`config.mk`:
```
export PLATFORM = sky130hd
export DESIGN_NAME = nanov_serial_alu_flat
export DESIGN_NICKNAME = d
export VERILOG_FILES = /design/src/rtl/nanov_pkg.sv /design/src/rtl/nanov_serial_alu_if.sv /design/src/rtl/nanov_serial_adder.sv /design/src/rtl/nanov_serial_alu.sv /design/src/flat_wrapper.sv
export SDC_FILE = /design/constraint.sdc
export NUM_CORES = 1
export LEC_CHECK = 0
export BUFFER_PORTS_ARGS = -buffer_cell sky130_fd_sc_hd__buf_2
export CORE_AREA = 4 4 41 43
export DETAILED_ROUTE_END_ITERATION = 10
export DIE_AREA = 0 0 45 47
export SYNTH_ARGS = -nofsm -noshare
export SYNTH_HDL_FRONTEND = slang
export SYNTH_SLANG_ARGS = --single-unit
```
`constraint.sdc`:
```
create_clock -name clk -period 2.7 [get_ports clk]
set_clock_uncertainty 0.05 [all_clocks]
set_input_delay 0.54 -clock clk [delete_from_list [all_inputs] [get_ports clk]]
set_output_delay 0.54 -clock clk [all_outputs]
set_load 0.005 [all_outputs]
```
`src/rtl/nanov_pkg.sv`:
```
// Shared definitions for the nanoV bit-serial datapath: op encodings and
// default operand/counter widths.
package nanov_pkg;

   localparam int NANOV_WIDTH    = 32;
   localparam int NANOV_CNT_BITS = 5;

   localparam logic [3:0] OP_ADD    = 4'b0000;
   localparam logic [3:0] OP_SUB    = 4'b1000;
   localparam logic [3:0] OP_SLT    = 4'b0010;
   localparam logic [3:0] OP_SLTU   = 4'b0011;
   localparam logic [3:0] OP_XOR    = 4'b0100;
   localparam logic [3:0] OP_OR     = 4'b0110;
   localparam logic [3:0] OP_AND    = 4'b0111;
   localparam logic [3:0] OP_SETLT  = 4'b0001;
   localparam logic [3:0] OP_SETLTU = 4'b1001;

   // Ops that run the adder as a subtractor and therefore refresh the flags.
   function automatic logic is_sub_op(input logic [3:0] op);
      return (op == OP_SUB) || (op == OP_SLT) || (op == OP_SLTU);
   endfunction

endpackage

```
`src/rtl/nanov_serial_alu_if.sv`:
```
// Per-cycle operand/result bundle between the register file and the serial ALU.
interface nanov_serial_alu_if #(
   parameter int CNT_BITS = 5
);
   logic                en;
   logic [CNT_BITS-1:0] counter;
   logic [3:0]          op;
   logic                a;
   logic                b;
   logic                d;
   logic                cmp_eq;
   logic                cmp_lt;
   logic                cmp_ltu;

   modport master (
      output en, counter, op, a, b,
      input  d, cmp_eq, cmp_lt, cmp_ltu
   );

   modport slave (
      input  en, counter, op, a, b,
      output d, cmp_eq, cmp_lt, cmp_ltu
   );
endinterface

```
`src/rtl/nanov_serial_adder.sv`:
```
// One-bit full adder with a carry flop; carry-in is forced at the first bit
// of a pass so a stale carry never leaks between passes.
module nanov_serial_adder (
   input  logic clk,
   input  logic rst,
   input  logic en,
   input  logic first,
   input  logic a,
   input  logic b,
   input  logic invert_b,
   output logic s,
   output logic cout
);
   logic carry;
   logic cin;
   logic b_eff;

   assign b_eff = b ^ invert_b;
   assign cin   = first ? invert_b : carry;
   assign s     = a ^ b_eff ^ cin;
   assign cout  = (a & b_eff) | (a & cin) | (b_eff & cin);

   always_ff @(posedge clk or posedge rst) begin
      if (rst) begin
         carry <= 1'b0;
      end else if (en) begin
         carry <= cout;
      end
   end
endmodule

```
`src/rtl/nanov_serial_alu.sv`:
```
// Bit-serial ALU: combinational result bit per cycle plus registered compare
// flags refreshed at the last bit of every subtract pass.
module nanov_serial_alu
   import nanov_pkg::*;
#(
   parameter int WIDTH    = NANOV_WIDTH,
   parameter int CNT_BITS = NANOV_CNT_BITS
) (
   input logic               clk,
   input logic               rst,
   nanov_serial_alu_if.slave bus
);
   logic first;
   logic last;
   logic sub_op;
   logic s;
   logic cout;
   logic bit_eq;
   logic eq_acc;
   logic cmp_eq;
   logic cmp_lt;
   logic cmp_ltu;

   assign first  = (bus.counter == '0);
   assign last   = (bus.counter == CNT_BITS'(WIDTH - 1));
   assign sub_op = is_sub_op(bus.op);
   assign bit_eq = ~(bus.a ^ bus.b);

   nanov_serial_adder u_adder (
      .clk      (clk),
      .rst      (rst),
      .en       (bus.en),
      .first    (first),
      .a        (bus.a),
      .b        (bus.b),
      .invert_b (sub_op),
      .s        (s),
      .cout     (cout)
   );

   always_comb begin
      bus.d = s;
      case (bus.op)
         OP_XOR:    bus.d = bus.a ^ bus.b;
         OP_OR:     bus.d = bus.a | bus.b;
         OP_AND:    bus.d = bus.a & bus.b;
         OP_SLT,
         OP_SLTU:   bus.d = 1'b0;
         OP_SETLT:  bus.d = first & cmp_lt;
         OP_SETLTU: bus.d = first & cmp_ltu;
         default:   bus.d = s;
      endcase
   end

   always_ff @(posedge clk or posedge rst) begin
      if (rst) begin
         eq_acc <= 1'b0;
      end else if (bus.en) begin
         eq_acc <= first ? bit_eq : (eq_acc & bit_eq);
      end
   end

   // Signed less-than: differing sign bits decide directly, otherwise the
   // sign of the difference does.
   always_ff @(posedge clk or posedge rst) begin
      if (rst) begin
         cmp_eq  <= 1'b0;
         cmp_lt  <= 1'b0;
         cmp_ltu <= 1'b0;
      end else if (bus.en && last && sub_op) begin
         cmp_eq  <= eq_acc & bit_eq;
         cmp_ltu <= ~cout;
         cmp_lt  <= (bus.a != bus.b) ? bus.a : s;
      end
   end

   assign bus.cmp_eq  = cmp_eq;
   assign bus.cmp_lt  = cmp_lt;
   assign bus.cmp_ltu = cmp_ltu;
endmodule

```
`src/flat_wrapper.sv`:
```
// flat-port wrapper written by rule: the top's interface ports become plain ports
module nanov_serial_alu_flat import nanov_pkg::*;
#(
   parameter int WIDTH    = NANOV_WIDTH,
   parameter int CNT_BITS = NANOV_CNT_BITS
)
  (clk, rst, bus_en, bus_counter, bus_op, bus_a, bus_b, bus_d, bus_cmp_eq, bus_cmp_lt, bus_cmp_ltu);
  nanov_serial_alu_if #(.CNT_BITS(CNT_BITS)) bus_i ();
  input logic clk;
  input logic rst;
  input wire logic [$bits(bus_i.en)-1:0] bus_en;
  input wire logic [$bits(bus_i.counter)-1:0] bus_counter;
  input wire logic [$bits(bus_i.op)-1:0] bus_op;
  input wire logic [$bits(bus_i.a)-1:0] bus_a;
  input wire logic [$bits(bus_i.b)-1:0] bus_b;
  output wire logic [$bits(bus_i.d)-1:0] bus_d;
  output wire logic [$bits(bus_i.cmp_eq)-1:0] bus_cmp_eq;
  output wire logic [$bits(bus_i.cmp_lt)-1:0] bus_cmp_lt;
  output wire logic [$bits(bus_i.cmp_ltu)-1:0] bus_cmp_ltu;
  assign bus_i.en = bus_en;
  assign bus_i.counter = bus_counter;
  assign bus_i.op = bus_op;
  assign bus_i.a = bus_a;
  assign bus_i.b = bus_b;
  assign bus_d = bus_i.d;
  assign bus_cmp_eq = bus_i.cmp_eq;
  assign bus_cmp_lt = bus_i.cmp_lt;
  assign bus_cmp_ltu = bus_i.cmp_ltu;
  nanov_serial_alu #(.WIDTH(WIDTH), .CNT_BITS(CNT_BITS)) u_core (.clk(clk), .rst(rst), .bus(bus_i));
endmodule
```
=== Word-level counts from Yosys, hierarchy flattened ===
Index checks and enable logic that the tools add are counted.

* Flip-flop bits (word level): 5
* Input bits: 14
* Output and inout bits: 4
* Logic and storage cells: 41

* Equality and inequality tests: 10
* Mux-type cells: 4
* Bitwise operators: 16
* Reduce and logical (&&, ||, !) cells: 6

{| class="wikitable"
|+ Operators with widths
! cell !! number
|-
| $eq 4x3->1 const B || 3
|-
| $eq 4x2->1 const B || 2
|-
| $eq 4x4->1 const B || 2
|-
| $and 1x1->1 || 7
|-
| $pmux 1 s6 || 1
|-
| $eq 5x5->1 const B || 1
|-
| $logic_not 5->1 || 1
|-
| $eq 4x1->1 const B || 1
|-
| $xor 1x1->1 || 4
|-
| $mux 1 || 3
|-
| $or 1x1->1 || 3
|-
| $logic_and 1x1->1 || 2
|-
| $logic_or 1x1->1 || 2
|-
| $not 1->1 || 2
|-
| $reduce_or 2->1 || 1
|-
| $ne 1x1->1 || 1
|}

=== Depth between registers and ports, before layout ===
Gate-level depths: netlist (run 1).

* Word-level depth: 8
* Mapped depth: 8
* Mapped depth without buffers: 8

=== By module ===
Synthesis (run 1) repeated with hierarchy kept, for this count alone.

* Cell total of the unflattened synthesis: 51
* Area, all modules: 457.9 um^2

{| class="wikitable"
|+ By module, submodules not included
! module !! instances !! cells an instance !! area an instance (um^2) !! seq. area each (um^2)
|-
| nanov_serial_alu || 1 || 41 || 370.4 || 100.1
|-
| nanov_serial_adder || 1 || 10 || 87.6 || 25.0
|}

=== Least setup slack after synthesis (run 1) ===
No wires, ideal clock.

* Path kind: input -> output
* From: input bus_counter[0]
* To: output bus_d
* Arrival: 2,325 ps
* Data required time: 2,110 ps
* Setup slack: -215 ps
* Cell stages on the path: 7
* Path through: or4_1 > nor2_2 > mux2_2 > fa_1 > nor2_1 > o21ai_0 > a21boi_1

* Word-level cells in the longest chain between the ends: 4
* Elaborated cells on any way between the ends: 6
* Classes of those cells: mux: 2; bitwise: 3; reduce/logical: 1

{| class="wikitable"
|+ RTL lines
! item !! line !! source
|-
| start, declared || flat_wrapper.sv:12 || <nowiki>input wire logic [$bits(bus_i.counter)-1:0] bus_counter;</nowiki>
|-
| $logic_not 5->1 * || nanov_serial_alu.sv:24 || <nowiki>assign first = (bus.counter == '0);</nowiki>
|-
| $mux 1 || nanov_serial_adder.sv:19 || <nowiki>assign cin = first ? invert_b : carry;</nowiki>
|-
| $xor 1x1->1 || nanov_serial_adder.sv:20 || <nowiki>assign s = a ^ b_eff ^ cin;</nowiki>
|-
| $pmux 1 s6 * || nanov_serial_alu.sv:43 || <nowiki>case (bus.op)</nowiki>
|-
| end, declared || flat_wrapper.sv:16 || <nowiki>output wire logic [$bits(bus_i.d)-1:0] bus_d;</nowiki>
|}

Mark *: on every way between the ends. The rest lies on a longest branch, timed or not.

=== Worst setup path after layout (run 1) ===
Same ends and word-level chain as after synthesis.

==> out/qor.yml, run 1 <==
path_class: "input pin to primary output"
io_buffers: 17
clk_latency_ns: 0.24
die_y_um: 47
cts_buffer_depth: 2
gp_congestion: 0.7480
drtIter0Drc: 4
globalRouteOverflowTotal: 0
synthAdderAreaFrac_pct: 10.29
setup_viol: 1
num_vias: 401
die_area_sq_um: 2115
io_pins: 18
yosys.area_share.simple_pct: 24.00
path_buf_inv: 2
slew_headroom_pct: 78.71
fp.dieW_um: 45
wl_um: 930
finalMaxSlewViolations: 0
hpwl_um: 830.4
synth-compound-area-share_pct: 10.86
syn_area_per_cell_sq_um: 9.953
synth_area_leaders: "dfrtp_1 29%, mux2_2 10%, ha_1 5.7%, mux2_1 5.1%, nor4_4 4.9%"
r2r-end: "u_core.bus.cmp_lt"
drv_cap: 0
finalHoldViolCount: 0
r2r_cells: 4
required_ns: 2.11
syn-instance-count: 44
synth_top_area_cell: "dfrtp_1"
synthDistinctLibCells: 24
clock.fmax_ghz: 0.3271
end_kind: "primary output"
ant_nets: 0
layout_commonest_cell: "buf_2"
fin_crit_ns: 3.058
dp_cells: 82
cts_tree: "yes"
synth_seq_area_share_pct: 28.57
layout_setup_ws_ns: -0.3576
drive_gt1_share_pct: 52.11
synth_warnings: 0
grt_max_degree: 7
status: "finished with violations"
reg2reg_from: "u_core.u_adder.carry"
grt_pass1_wl_mm: 1.669
cp_slowest_stage_delay_ns: 0.54
hold_class: "input pin to asynchronous set/reset pin"
synth.top_cell.area_share_pct: 28.57
core-area_sq_um: 1301
drtPass1Iterations: 4
start_util_pct: 33.65
cts_sinks: 5
synthMuxAreaShare_pct: 20.00
synth-seq-cells: 5
num_rows: 13
post-route-util_pct: 48.85
rsz0062_at_grt: "true"
syn_to_final_growth_pct: 45.14
synth_xor_area_share_pct: 2.000
cp-start-kind: "input pin"
cts_setup_buffers: 0
cp.arrival_ns: 2.47
leakage_nw: 0.3236
grt_antenna_before_repair: 0
final_cell_count_no_fill: 86
layout_common_cells: "16 x buf_2, 6 x buf_4, 5 x inv_1, 5 x dfrtp_1, 4 x a21oi_1"
final_nets: 89
grt_pass1_vias: 433
period_share_pct: 113.2
syn_nets: 61
violations: "setup timing"
synth_top_family_by_area: "simple AND/OR/NAND/NOR gates"
antenna_cells: 0
timing.hold.ws_ns: 0.1353
peakVddDrop_v: 0.0002855
cts.reportedPaths.clkPinSlew_ns: 0.04
cts_hold_buf: 0
power_density_nw_per_um2: 412.0
via_per_inst: 4.663
wire_per_inst_um: 10.81
critical_path.max_fanout: 2
h-tree-depth: 1
crit_family: "simple AND/OR/NAND/NOR gates"
syn_area_sq_um: 437.9
drc: 0
crit_path_cell_trace: "buf_6 -> or4_4 -> nor2_4 -> mux2_4 -> fa_1 -> nor2_1 -> o21ai_1 -> a21boi_2 -> buf_2"
tightestPinTransition_ns: 0.3169
cts-buffers-inserted: 3
crit_slowest_cell: "or4_4"
root_buffer: "clkbuf_4"
track_usage_pct: 10.74
reg2reg_slack_ns: 0.88
==> per-stage QoR <==
stage	setup TNS [ns]	power, mW	setup WS, ns	instance area, sq um
6_report	-0.3576	0.2619	-0.3576	635.6
5_1_grt	-0.4482	0.2841	-0.4482	635.6
4_1_cts	-0.3697	0.2682	-0.3697	635.6
3_5_place_dp	-0.5502	0.1790	-0.4239	603.1
3_3_place_gp	-0.5143	0.1776	-0.4064	603.1
2_1_floorplan	-0.1615	0.1410	-0.1615	454.2
==> registers in the layout, indices dropped and copies added (netlist names) <==
| register | flops |
|---|---|
| u_core.bus.cmp_eq | 1 |
| u_core.bus.cmp_ltu | 1 |
| u_core.eq_acc | 1 |
| u_core.u_adder.carry | 1 |
| u_core.bus.cmp_lt | 1 |
==> worst max-delay path by stage <==
| stage | from | endpoint | slack, ns | depth (start not counted) |
|---|---|---|---|---|
| floorplan | bus_counter[0] | bus_d | -0.16 | 7 |
| global route | bus_counter[0] | bus_d | -0.45 | 9 |
| CTS | bus_counter[0] | bus_d | -0.37 | 9 |
| finish | bus_counter[0] | bus_d | -0.36 | 9 |
| detailed placement | bus_counter[0] | bus_d | -0.42 | 9 |
| global placement | bus_counter[0] | bus_d | -0.41 | 9 |
==> area by class of cell <==
cell class | instances | area [sq um]
Fill cell | 144 | 665.6
Tap cell | 15 | 18.77
Inverter | 5 | 18.77
Timing Repair Buffer | 23 | 136.4
Multi-Input combinational cell | 34 | 310.3
Clock buffer | 4 | 26.28
Sequential cell | 5 | 125.1
==> logic make-up after synthesis <==
| kind of cell | count (synthesis) |
|---|---|
| and+or+nand+nor | 14 |
| AOI/OAI and AO/OA | 8 |
| muxes | 8 |
| buffers and inverters | 5 |
| DFF | 5 |
| adders and majority gates | 3 |
| xor gates and xnor gates | 1 |
==> cells in the mapped netlist <==
library cell	n
dfrtp_1	5
inv_1	5
a21oi_1	4
mux2_2	4
ha_1	2
mux2_1	2
mux2i_1	2
nand2b_1	2
nor2_1	2
nor2_2	2
a21boi_1	1
a31o_2	1
a31oi_1	1
and2b_1	1
and4bb_2	1
fa_1	1
nand2_1	1
nand4_1	1
nor2b_1	1
nor3b_1	1
nor4_4	1
o21ai_0	1
or4_1	1
xnor2_1	1
==> power breakdown <==
part           leakage [nW]  internal, mW  switching [mW]
registers            0.0624        0.0826         0.00394
clock network        0.0150        0.0557          0.0285
logic                 0.246        0.0523          0.0388
==> worst register-to-register path, cell delays in order, from the launching register on <==
cell     delay [ns]
dfrtp_1        0.37
mux2_4         0.27
fa_1           0.45
mux2_2         0.27
mux2_1         0.29
==> repair_timing <==
action	in CTS	in global routing
endpoints found under the setup margin	1	1
pin swaps	2	0
resized for setup	2	0
==> metal layers <==
metal  GRT usage [%]  vias up  wire length [um]
met3          0.3831        2                65
met1           13.23      176               403
met5               0        -                 0
met2           18.36       14               446
li1                -      209                 -
met4           7.018        0                15
No activity file was read; power rests on OpenSTA's default activity.
==> run 2, diff against run 1 <==
BUFFER_PORTS_ARGS = default   (was -buffer_cell sky130_fd_sc_hd__buf_2)
DONT_BUFFER_PORTS = 1   (was default)
==> run 2 against run 1 <==
  * The flow still finishes with violations (setup timing)
  * First-iteration DRC count down 50%
  * Core utilization down 9.3 points
  * Largest power group is now registers
  * Critical endpoint unchanged
  * Power down 9.9%
==> out/qor.yml, run 2 (synthesis gave the netlist of run 1 again) <==
status: "finished with violations"  # unchanged
violations: "setup timing"  # unchanged
drtIter0Drc: 2  # was 4
num_rows: 13  # unchanged
end_kind: "primary output"  # unchanged
track_usage_pct: 9.801  # was 10.74%
cp.arrival_ns: 2.28  # was 2.47 ns
power_density_nw_per_um2: 458.9  # was 412.0 nW/um^2
drtPass1Iterations: 2  # was 4
slew_headroom_pct: 75.89  # was 78.71%
cts_hold_buf: 0  # unchanged
totalPowerFinal_mw: 0.2360  # was 0.2619 mW
grt_pass1_wl_mm: 1.511  # was 1.669 mm
core-area_sq_um: 1301  # unchanged
crit_family: "simple AND/OR/NAND/NOR gates"  # unchanged
clk_latency_ns: 0.24  # about the same
globalRouteOverflowTotal: 0  # unchanged
io_pins: 18  # unchanged
root_buffer: "clkbuf_4"  # unchanged
wl_um: 847  # was 930 um
num_vias: 338  # was 401
ant_nets: 0  # unchanged
setup_viol: 1  # unchanged
fin_crit_ns: 2.870  # was 3.058 ns
final_cell_count_no_fill: 65  # was 86
finalHoldViolCount: 0  # unchanged
drive_gt1_share_pct: 32.00  # was 52.11%
io_buffers: 0  # was 17
grt_max_degree: 8  # was 7
hold_class: "input pin to asynchronous set/reset pin"  # unchanged
h-tree-depth: 1  # unchanged
grt_antenna_before_repair: 0  # unchanged
antenna_cells: 0  # unchanged
die_y_um: 47  # unchanged
path_buf_inv: 0  # was 2
layout_common_cells: "5 x inv_1, 5 x dfrtp_1, 4 x a21oi_1"  # was 16 x buf_2, 6 x buf_4, 5 x inv_1, 5 x dfrtp_1, 4 x a21oi_1
path_class: "input pin to primary output"  # unchanged
die_area_sq_um: 2115  # unchanged
drc: 0  # unchanged
start_util_pct: 33.65  # unchanged
required_ns: 2.11  # about the same
cp_slowest_stage_delay_ns: 0.53  # was 0.54 ns
cts_sinks: 5  # unchanged
final_nets: 68  # was 89
gp_congestion: 0.7032  # was 0.7480
cts_buffer_depth: 2  # unchanged
finalMaxSlewViolations: 0  # unchanged
via_per_inst: 5.200  # was 4.663
crit_slowest_cell: "or4_4"  # unchanged
fp.dieW_um: 45  # unchanged
hpwl_um: 758.6  # was 830.4 um
rsz0062_at_grt: "true"  # unchanged
cts_tree: "yes"  # unchanged
peakVddDrop_v: 0.0001928  # was 0.0002855 V
tightestPinTransition_ns: 0.3609  # was 0.3169 ns
layout_setup_ws_ns: -0.1696  # was -0.3576 ns
crit_path_cell_trace: "or4_4 -> nor2_4 -> mux2_4 -> fa_1 -> nor2_1 -> o21ai_1 -> a21boi_2"  # was buf_6 -> or4_4 -> nor2_4 -> mux2_4 -> fa_1 -> nor2_1 -> o21ai_1 -> a21boi_2 -> buf_2
cts.reportedPaths.clkPinSlew_ns: 0.04  # about the same
cts-buffers-inserted: 3  # unchanged
wire_per_inst_um: 13.03  # was 10.81 um
fill_cells: 143  # was 144
timing.hold.ws_ns: 0.02417  # was 0.1353 ns
cp-start-kind: "input pin"  # unchanged
dp_cells: 61  # was 82
clock.fmax_ghz: 0.3485  # was 0.3271 GHz
critical_path.max_fanout: 2  # unchanged
syn_to_final_growth_pct: 17.43  # was 45.14%
leakage_nw: 0.2330  # was 0.3236 nW
period_share_pct: 106.3  # was 113.2%
drv_cap: 0  # unchanged
grt_pass1_vias: 374  # was 433
[run 2: cell count changes in the layout (fill, tap and decap cells not counted), sizes merged]
cell	change
buf	-21
[run 2: repair_timing]
item                       CTS  global route
pin swaps                    1             0
buffers inserted             0             0
setup endpoints to repair    1             1
resized for setup            1             0
[run 2: metrics by stage]
step	setup TNS, ns	worst slack [ns]	util (%)	area (sq um)
detailed placement	-0.2087	-0.2078	37.50	488.0
CTS	-0.1811	-0.1811	39.52	514.2
finish	-0.1696	-0.1696	39.52	514.2
global placement	-0.1949	-0.1949	37.50	488.0
floorplan	-0.1615	-0.1615	-	454.2
global route	-0.2449	-0.2449	39.52	514.2
[run 2: final timing paths]
path / cells past startpoint / startpoint / endpoint / slack [ns]
worst max-delay path: 7 / bus_counter[0] / bus_d / -0.17
worst min-delay path: 1 / rst / u_core.bus.cmp_lt / 0.02
worst max register to register: 4 / u_core.u_adder.carry / u_core.bus.cmp_lt / 0.90
worst min register to register: 1 / u_core.u_adder.carry / u_core.u_adder.carry / 0.46
max in group asynchronous: 1 / rst / u_core.eq_acc / 2.41
min in group clk: 1 / bus_en / u_core.eq_acc / 0.34
[run 2: area by class of cell]
class                           count  area [sq um]  share of cell area [%]
Multi-Input combinational cell     34         310.3                   60.34
Sequential cell                     5         125.1                   24.33
Clock buffer                        4         26.28                   5.109
Inverter                            5         18.77                   3.650
Tap cell                           15         18.77                   3.650
Timing Repair Buffer                2         15.01                   2.920
[run 2: where the power goes]
| group | total, mW | leakage, nW | internal [mW] | switching, mW |
|---|---|---|---|---|
| sequential | 0.0874 | 0.0624 | 0.0826 | 0.00484 |
| combinational | 0.0633 | 0.156 | 0.0376 | 0.0257 |
| clock | 0.0853 | 0.0150 | 0.0558 | 0.0295 |
[run 2: per-layer routing]
metal  track usage [%]  up-vias  routed length [um]
met5                 0        -                   0
met4             7.018        0                  19
met3             2.299        2                  81
met2             14.41       12                 386
met1             12.59      153                 359
li1                  -      171                   -
==> run 3, diff against run 2 <==
CELL_PAD_IN_SITES_DETAIL_PLACEMENT = 1   (was default)
CELL_PAD_IN_SITES_GLOBAL_PLACEMENT = 1   (was default)
PLACE_DENSITY = 0.73   (was default)
==> run 3 against run 2 <==
  * The run still ends with setup timing left
  * Final area grew 1.5%
  * Clock-buffer cell count is the same
  * Core utilization grew 0.58 points
  * Largest cell class unchanged
  * Non-clock buffer count grew 1
  * Highest routed layer unchanged
  * Register-to-register slack lost 0.04 ns
  * Worst setup slack lost 0.022 ns
  * Critical path type unchanged
  * Maximum frequency shrank 0.78%
  * Via count grew 1.8%
  * Final cell count grew 1.5%
==> out/qor.yml, run 3 (synthesis gave the netlist of run 1 again) <==
timing.hold.ws_ns: 0.02345  # was 0.02417 ns
cts_hold_buf: 0  # unchanged
wire_per_inst_um: 15.00  # was 13.03 um
via_per_inst: 5.212  # was 5.200
die_area_sq_um: 2115  # unchanged
wl_met2_um: 509  # was 386 um
r2r_cells: 4  # unchanged
root_buffer: "clkbuf_4"  # unchanged
path_class: "input pin to primary output"  # unchanged
reg2reg_from: "u_core.u_adder.carry"  # unchanged
finalHoldViolCount: 0  # unchanged
critical_path.max_fanout: 2  # unchanged
slew_headroom_pct: 73.62  # was 75.89%
antenna_cells: 0  # unchanged
layout_common_cells: "5 x inv_1, 5 x dfrtp_1, 4 x a21oi_1"  # unchanged
io_pins: 18  # unchanged
syn_to_final_growth_pct: 19.14  # was 17.43%
num_rows: 13  # unchanged
hpwl_um: 835.2  # was 758.6 um
violations: "setup timing"  # unchanged
track_usage_pct: 11.80  # was 9.801%
start_util_pct: 33.65  # unchanged
fp.dieW_um: 45  # unchanged
reg2reg_slack_ns: 0.86  # was 0.90 ns
required_ns: 2.11  # about the same
grt_max_degree: 8  # unchanged
place_ws_ns: -0.2418  # was -0.2078 ns
power_density_nw_per_um2: 461.9  # was 458.9 nW/um^2
final_cell_count_no_fill: 66  # was 65
layout_setup_ws_ns: -0.1920  # was -0.1696 ns
multi_input_area_sq_um: 310.3  # unchanged
end_kind: "primary output"  # unchanged
cts-buffers-inserted: 3  # unchanged
final_nets: 69  # was 68
rsz0062_at_grt: "true"  # unchanged
setup_viol: 1  # unchanged
gp_congestion: 0.6947  # was 0.7032
grt_pass1_wl_mm: 1.738  # was 1.511 mm
seqCellArea_sq_um: 125.1  # unchanged
top_layer: "met4"  # unchanged
fin_crit_ns: 2.892  # was 2.870 ns
cts.reportedPaths.clkPinSlew_ns: 0.04  # about the same
stdcell_area_sq_um: 521.8  # was 514.2 sq um
drv_cap: 0  # unchanged
leakage_nw: 0.2384  # was 0.2330 nW
met1_length_um: 382  # was 359 um
totalPowerFinal_mw: 0.2410  # was 0.2360 mW
h-tree-depth: 1  # unchanged
cts_sinks: 5  # unchanged
core-area_sq_um: 1301  # unchanged
finalMaxSlewViolations: 0  # unchanged
period_share_pct: 107.1  # was 106.3%
wl_met3_um: 77  # was 81 um
cp.arrival_ns: 2.30  # was 2.28 ns
io_buffers: 0  # unchanged
clock.fmax_ghz: 0.3458  # was 0.3485 GHz
grt_pass1_vias: 397  # was 374
cp-start-kind: "input pin"  # unchanged
grt_antenna_before_repair: 0  # unchanged
die_y_um: 47  # unchanged
num_vias: 344  # was 338
drive_gt1_share_pct: 33.33  # was 32.00%
place_area_sq_um: 488.0  # unchanged
wl_um: 990  # was 847 um
clk_latency_ns: 0.24  # about the same
globalRouteOverflowTotal: 0  # unchanged
tightestPinTransition_ns: 0.3948  # was 0.3609 ns
ant_nets: 0  # unchanged
fill_cells: 164  # was 143
drtIter0Drc: 2  # unchanged
r2r-end: "u_core.bus.cmp_lt"  # unchanged
drc: 0  # unchanged
hold_class: "input pin to asynchronous set/reset pin"  # unchanged
peakVddDrop_v: 0.0002353  # was 0.0001928 V
dp_cells: 61  # unchanged
drtPass1Iterations: 2  # unchanged
cts_tree: "yes"  # unchanged
status: "finished with violations"  # unchanged
cts_buffer_depth: 2  # unchanged
-- run 3: stage by stage --
stage	utilization, %	TNS [ns]
finish	40.10	-0.1920
global placement	37.50	-0.1944
CTS	40.10	-0.2055
detailed placement	37.50	-0.2707
global route	40.10	-0.2693
floorplan	-	-0.1615
-- run 3: final cells by class --
class / instances / area share, %
clock buffers: 4 / 5.036
inverters: 5 / 3.597
multi-input cells: 34 / 59.47
flip-flops and latches: 5 / 23.98
well taps: 15 / 3.597
repair buffers: 3 / 4.317
-- run 3: what timing repair did --
| item | CTS | global route |
|---|---|---|
| gates resized for setup | 1 | 0 |
| buffers inserted | 1 | 0 |
| cloned | 0 | 0 |
| pin swaps | 1 | 0 |
| endpoints found under the setup margin | 1 | 1 |
-- run 3: critical path, cell delays in order --
cell      delay (ns)
or4_4           0.53
nor2_4          0.11
mux2_4          0.31
fa_1            0.50
nor2_1          0.05
o21ai_1         0.07
a21boi_2        0.18
-- run 3: layer usage --
metal | track usage (%) | vias to the layer above
met5 | 0 | -
li1 | - | 171
met3 | 4.215 | 2
met4 | 7.018 | 0
met2 | 20.34 | 12
met1 | 12.38 | 159
-- run 3: where the power goes --
part	leakage, nW	internal, mW	switching, mW
Combinational	0.161	0.0385	0.0274
Clock	0.0150	0.0559	0.0311
Sequential	0.0624	0.0826	0.00555
-- run 3: worst max-delay path by stage --
stage                               from     to  slack [ns]  depth (start not counted)
after floorplan           bus_counter[0]  bus_d       -0.16                          7
after global placement    bus_counter[0]  bus_d       -0.19                          7
after detailed placement  bus_counter[0]  bus_d       -0.24                          7
after CTS                 bus_counter[0]  bus_d       -0.21                          7
after global routing      bus_counter[0]  bus_d       -0.27                          7
final                     bus_counter[0]  bus_d       -0.19                          7
